<file path="src/rtl/axi_rt_pkg.sv">
// Purpose : shared types for RT-unit reconfiguration (config struct, controller state, reset config).
// Latency : n/a (types and constants only).
// Backpressure: n/a.
// Contents: rt_cfg_t config struct, rt_ctrl_state_e controller states, RtCfgReset bypass config.
package axi_rt_pkg;

  localparam int unsigned NumAddrRegions = 2;
  localparam int unsigned PeriodWidth    = 32;
  localparam int unsigned BudgetWidth    = 32;
  localparam int unsigned LenWidth       = 8;

  typedef logic [LenWidth-1:0]    len_t;
  typedef logic [BudgetWidth-1:0] budget_t;
  typedef logic [PeriodWidth-1:0] period_t;

  typedef struct packed {
    logic                           rt_enable;
    logic                           imtu_enable;
    len_t                           len_limit;
    budget_t [NumAddrRegions-1:0]   w_budget;
    budget_t [NumAddrRegions-1:0]   r_budget;
    period_t [NumAddrRegions-1:0]   w_period;
    period_t [NumAddrRegions-1:0]   r_period;
  } rt_cfg_t;

  typedef enum logic [2:0] {
    RtIdle    = 3'd0,
    RtIsolate = 3'd1,
    RtDrain   = 3'd2,
    RtApply   = 3'd3,
    RtReload  = 3'd4,
    RtRelease = 3'd5
  } rt_ctrl_state_e;

  // Unit bypassed, no length limiting, all budgets/periods zero.
  localparam rt_cfg_t RtCfgReset = '{
    rt_enable:   1'b0,
    imtu_enable: 1'b0,
    len_limit:   8'hFF,
    w_budget:    '0,
    r_budget:    '0,
    w_period:    '0,
    r_period:    '0
  };

endpackage

</file>
<file path="src/rtl/axi_rt_reconfig_ctrl.sv">
// Purpose : atomically swaps the active RT-unit config: isolate, drain, apply, reload periods, release.
// Latency : commit to done_o >= 6 cycles inclusive; waits on isolated_i and the write-buffer drain.
// Backpressure: commits while busy are dropped; optional timeout aborts ISOLATE/DRAIN without applying.
// Ports   : clk_i/rst_ni; commit_i, shd_cfg_i, timeout_i (control in); act_cfg_o, imtu_abort_o (to unit);
//           isolate_o/isolated_i (upstream isolate handshake); num_w/aw_pending_i (unit drain status);
//           busy_o, done_o, timeout_err_o (status).
module axi_rt_reconfig_ctrl
  import axi_rt_pkg::*;
#(
  parameter int unsigned IdxWWidth    = 4,
  parameter int unsigned IdxAwWidth   = 3,
  parameter int unsigned TimeoutWidth = 16
) (
  input  logic                    clk_i,
  input  logic                    rst_ni,
  input  logic                    commit_i,
  input  logic [TimeoutWidth-1:0] timeout_i,
  input  rt_cfg_t                 shd_cfg_i,
  output rt_cfg_t                 act_cfg_o,
  output logic                    imtu_abort_o,
  output logic                    isolate_o,
  input  logic                    isolated_i,
  input  logic [IdxWWidth-1:0]    num_w_pending_i,
  input  logic [IdxAwWidth-1:0]   num_aw_pending_i,
  output logic                    busy_o,
  output logic                    done_o,
  output logic                    timeout_err_o
);

  rt_ctrl_state_e          state_q, state_d;
  rt_cfg_t                 pend_q, pend_d;
  rt_cfg_t                 act_q, act_d;
  logic                    err_q, err_d;
  logic [TimeoutWidth-1:0] timer_q, timer_d;

  // A nonzero load never reaches 0 before expiring at 1, so timer_q==0 means "no timeout".
  logic timer_expire;
  logic drained;
  assign timer_expire = (timer_q == TimeoutWidth'(1));
  assign drained      = (num_w_pending_i == '0) && (num_aw_pending_i == '0);

  // State register
  always_ff @(posedge clk_i or negedge rst_ni) begin
    if (!rst_ni) begin
      state_q <= RtIdle;
      pend_q  <= RtCfgReset;
      act_q   <= RtCfgReset;
      err_q   <= 1'b0;
      timer_q <= '0;
    end else begin
      state_q <= state_d;
      pend_q  <= pend_d;
      act_q   <= act_d;
      err_q   <= err_d;
      timer_q <= timer_d;
    end
  end

  // Next-state logic
  always_comb begin
    state_d = state_q;
    pend_d  = pend_q;
    act_d   = act_q;
    err_d   = err_q;
    timer_d = timer_q;
    unique case (state_q)
      RtIdle: begin
        if (commit_i) begin
          pend_d  = shd_cfg_i;
          err_d   = 1'b0;
          timer_d = timeout_i;
          state_d = RtIsolate;
        end
      end
      RtIsolate, RtDrain: begin
        // Expiry wins over progress in the same cycle; the applied config stays untouched.
        if (timer_expire) begin
          err_d   = 1'b1;
          timer_d = '0;
          state_d = RtRelease;
        end else begin
          if (timer_q != '0) timer_d = timer_q - TimeoutWidth'(1);
          if (state_q == RtIsolate) begin
            if (isolated_i) state_d = RtDrain;
          end else if (drained) begin
            state_d = RtApply;
          end
        end
      end
      RtApply: begin
        act_d   = pend_q;
        state_d = RtReload;
      end
      RtReload: begin
        state_d = RtRelease;
      end
      RtRelease: begin
        if (!isolated_i) state_d = RtIdle;
      end
      default: begin
        state_d = RtIdle;
      end
    endcase
  end

  // Outputs
  always_comb begin
    isolate_o    = 1'b0;
    imtu_abort_o = 1'b0;
    done_o       = 1'b0;
    unique case (state_q)
      RtIsolate, RtDrain, RtApply: isolate_o = 1'b1;
      RtReload: begin
        isolate_o    = 1'b1;
        imtu_abort_o = 1'b1;
      end
      RtRelease: done_o = !isolated_i && !err_q;
      default: ;
    endcase
  end

  assign busy_o        = (state_q != RtIdle);
  assign act_cfg_o     = act_q;
  assign timeout_err_o = err_q;

endmodule

</file>
<file path="config.mk">
export PLATFORM = sky130hd
export DESIGN_NAME = axi_rt_reconfig_ctrl
export DESIGN_NICKNAME = d
export VERILOG_FILES = /design/src/rtl/axi_rt_pkg.sv /design/src/rtl/axi_rt_reconfig_ctrl.sv
export SDC_FILE = /design/constraint.sdc
export NUM_CORES = 1
export LEC_CHECK = 0
export CORE_AREA = 3 3 218 220
export DETAILED_ROUTE_END_ITERATION = 7
export DIE_AREA = 0 0 221 223
export GPL_TIMING_DRIVEN = 0
export PLACE_DENSITY = 0.77
export SLEW_MARGIN = 20
export SYNTH_ARGS = -nofsm -noshare
export SYNTH_HDL_FRONTEND = slang
export SYNTH_SLANG_ARGS = --single-unit
export TNS_END_PERCENT = 30
</file>
<file path="constraint.sdc">
create_clock -name clk_i -period 5.3 [get_ports clk_i]
set_input_delay 1.59 -clock clk_i [delete_from_list [all_inputs] [get_ports clk_i]]
set_output_delay 1.59 -clock clk_i [all_outputs]
set_load 0.01 [all_outputs]
</file>
==> results by group <==
Outcome
  • Status: finished, final reports clean

Finish
  • Share of post-route cells with drive strength above 1: 0.246
  • Final Cell Area: 29800 um2
  • Final Non-Filler Cells: 2582
  • Multi-input logic area: 6980 um2
  • Nets: 2225
  • Sequential cell area: 13800 um2
  • P&R area growth vs syn: 39.4%
  • Filler instances: 3303
  • Post-Route Utilization: 0.656

Placed design
  • PortBufs: 563
  • Place WS: 816 ps
  • Routability Congestion: 0.863
  • DP Area: 28000 um2
  • Hpwl dp: 41600 um
  • Placed Cells: 2472

Floorplan
  • Initial Util: 0.471
  • Row count: 78
  • Die area: 49300 um2
  • Horiz. Die Dim: 221 um
  • Die Y: 223 um
  • Io pins: 564
  • Area of the core: 45500 um2

Synth
  • Syn Inst Count: 1303
  • Number of synthesized flops with an enable pin: 0
  • FFs w/ async S/R, synth: 1.00
  • Post-Syn Nets: 1598
  • Ys Warns: 0
  • Post-synthesis sequential area ratio: 0.646
  • Ys flop type: dfrtp_1
  • Area contributors post-synth: dfrtp_1 63%, mux2_2 16%, mux2_1 12%
  • Post-synth top area cell: dfrtp_1
  • Share of the synthesized area in the top cell type: 0.627
  • Area of the mapped netlist: 21400 um2
  • Post-Syn Area per Cell: 16.4 um2
  • Synth unique cells: 58
  • #FFs+latches synth: 552

Timing
  • Unrepaired setup endpoints after global routing: false
  • Setup TNS: 0 ps
  • Min Clock Period, post-route: 4490 ps
  • Tightest Pin Transition: 997 ps
  • Worst Hold Slack: 479 ps
  • Fmax: 223 MHz
  • Final period util: 0.847
  • Final worst slack: 811 ps
  • Final Hold Vio Count: 0
  • Max_slew headroom: 0.330
  • Clock Skews: 25.1 ps
  • Final setup viols: 0
  • Max-slew violation count: 0

Worst setup path
  • Setup crit start kind: input port
  • Req. time, crit path: 3710 ps
  • Crit end category: primary output
  • Max Fanout on Critical Path: 4
  • Setup CP Type: in2out
  • Arrival time worst endpoint: 2900 ps

Clock tree
  • # H-tree levels: 2
  • Clock Latency Late Sink: 600 ps
  • Setup bufs post-CTS: 0
  • Clock buffer depth: 3
  • Clock sinks: 552
  • Post-CTS Hold Fix Bufs: 0
  • Clock Pin Slew Worst Setup and Hold Paths: 60 ps
  • Root Driver: clkbuf_16
  • CTS tree: done
  • Post-CTS sizing: 0
  • Cts bufs inserted: 56

GRT
  • Global-route usage over all layers: 0.228
  • Initial antenna violation count: 11
  • Total gr overflow: 0
  • Largest net degree at the start of global routing: 101
  • First-pass GRT wire length: 87400 um
  • Vias in the first global route: 14489

Detailed routing
  • Pre-antenna DRT Iters: 4
  • WL/cell: 21.8 um
  • Remaining DRCs: 0
  • Initial drt markers: 748
  • DR vias/cell: 5.17
  • Final ANT Viol Nets: 0
  • Vias: 13358
  • Overall routed net length: 56300 um

Power
  • Total power: 18.7 mW
  • Worst VDD drop: 0.406 mV
  • PwrDens: 625 nW/um2
  • Leak Pwr: 12.6 nW

Worst hold path
  • HP Class: reg2reg

Flow run
  • MaxCap Viol Count: 0
[metal layers]
metal / part of all wire / global-route usage
met5: 0.00087 / 0
met4: 0.040 / 0.0933
met3: 0.086 / 0.0834
met2: 0.50 / 0.386
met1: 0.38 / 0.263
[critical path, cell delays in order]
cell and delay [ps]:
clkdlybuf4s50_1 470, nor2_1 110, and4b_1 190, clkdlybuf4s50_1 540
[cell type report]
| type | count | share of cell area |
|---|---|---|
| sequential | 552 | 0.464 |
| multi-input combinational | 668 | 0.234 |
| timing repair buffer | 569 | 0.195 |
| clock buffer | 92 | 0.0583 |
| tap | 600 | 0.0252 |
| buffer | 76 | 0.0189 |
| clock inverter | 12 | 0.00432 |
| inverter | 7 | 0.000881 |
| antenna | 6 | 0.000503 |
[cells in the mapped netlist, types with 4 or more instances]
library cell / n
or4_1: 4
o21ai_0: 10
mux2_1: 229
a22oi_1: 6
nor3_1: 4
nor2_1: 7
o31ai_1: 6
nand2_1: 22
dfstp_2: 16
clkbuf_1: 14
inv_1: 7
nor4_1: 4
o221ai_1: 9
buf_6: 26
a32oi_1: 5
dfrtp_1: 536
buf_2: 31
mux2_2: 304
[sequential cells by signal, indices dropped and copies added (netlist names)]
signal / flops
timeout_err_o: 1
pend_q: 266
state_q: 3
act_cfg_o: 266
timer_q: 16
[placed cells by master (no fill, tap or decap), types with 4 or more instances in the layout]
cell	synthesis	layout
buf_2	31	31
clkinv_2	0	6
clkbuf_1	14	32
o31ai_1	6	6
o221ai_1	9	9
or4_1	4	4
mux2_1	229	229
mux2_2	304	304
nor2_1	7	7
a22oi_1	6	6
clkbuf_8	0	16
inv_1	7	7
o21ai_0	10	10
nand2_1	22	22
a32oi_1	5	5
dfstp_2	16	16
diode_2	0	6
nor4_1	4	4
clkbuf_16	0	58
buf_6	26	26
nor3_1	4	4
dfrtp_1	536	536
clkdlybuf4s50_1	0	562
buf_16	0	6
[where the power goes]
group	leakage (nW)	internal, mW	switching [mW]
clock	0.910	2.33	1.61
combinational	5.13	4.19	2.96
sequential	6.59	6.43	1.14
total	12.6	12.9	5.71
[logic make-up (layout without fill, tap and decap cells)]
group / count (synthesis) / after routing / share of synthesized area
multiplexers: 534 / 534 / 0.281
XOR/XNOR: 1 / 1 / 0.000760
adder cells (fa/ha/maj): 3 / 3 / 0.00164
flip-flops: 552 / 552 / 0.646
buffers and inverters: 83 / 756 / 0.0275
AO/OA/AOI/OAI: 59 / 59 / 0.0215
other: 0 / 6 / 0
AND/OR/NAND/NOR: 71 / 71 / 0.0212
[final timing paths]
check / from / endpoint / slack (ps) / depth (start not counted)
min in group asynchronous: rst_ni / act_cfg_o[15] / 880 / 1
setup / recovery: isolated_i / done_o / 810 / 4
max in group asynchronous: rst_ni / act_cfg_o[231] / 2440 / 5
hold / removal: pend_q[184] / pend_q[184] / 480 / 1
hold reg to reg: pend_q[184] / pend_q[184] / 480 / 1
setup reg to reg: state_q[0] / act_cfg_o[113] / 2740 / 6
Note: power is estimated with default switching activity, not from simulation.
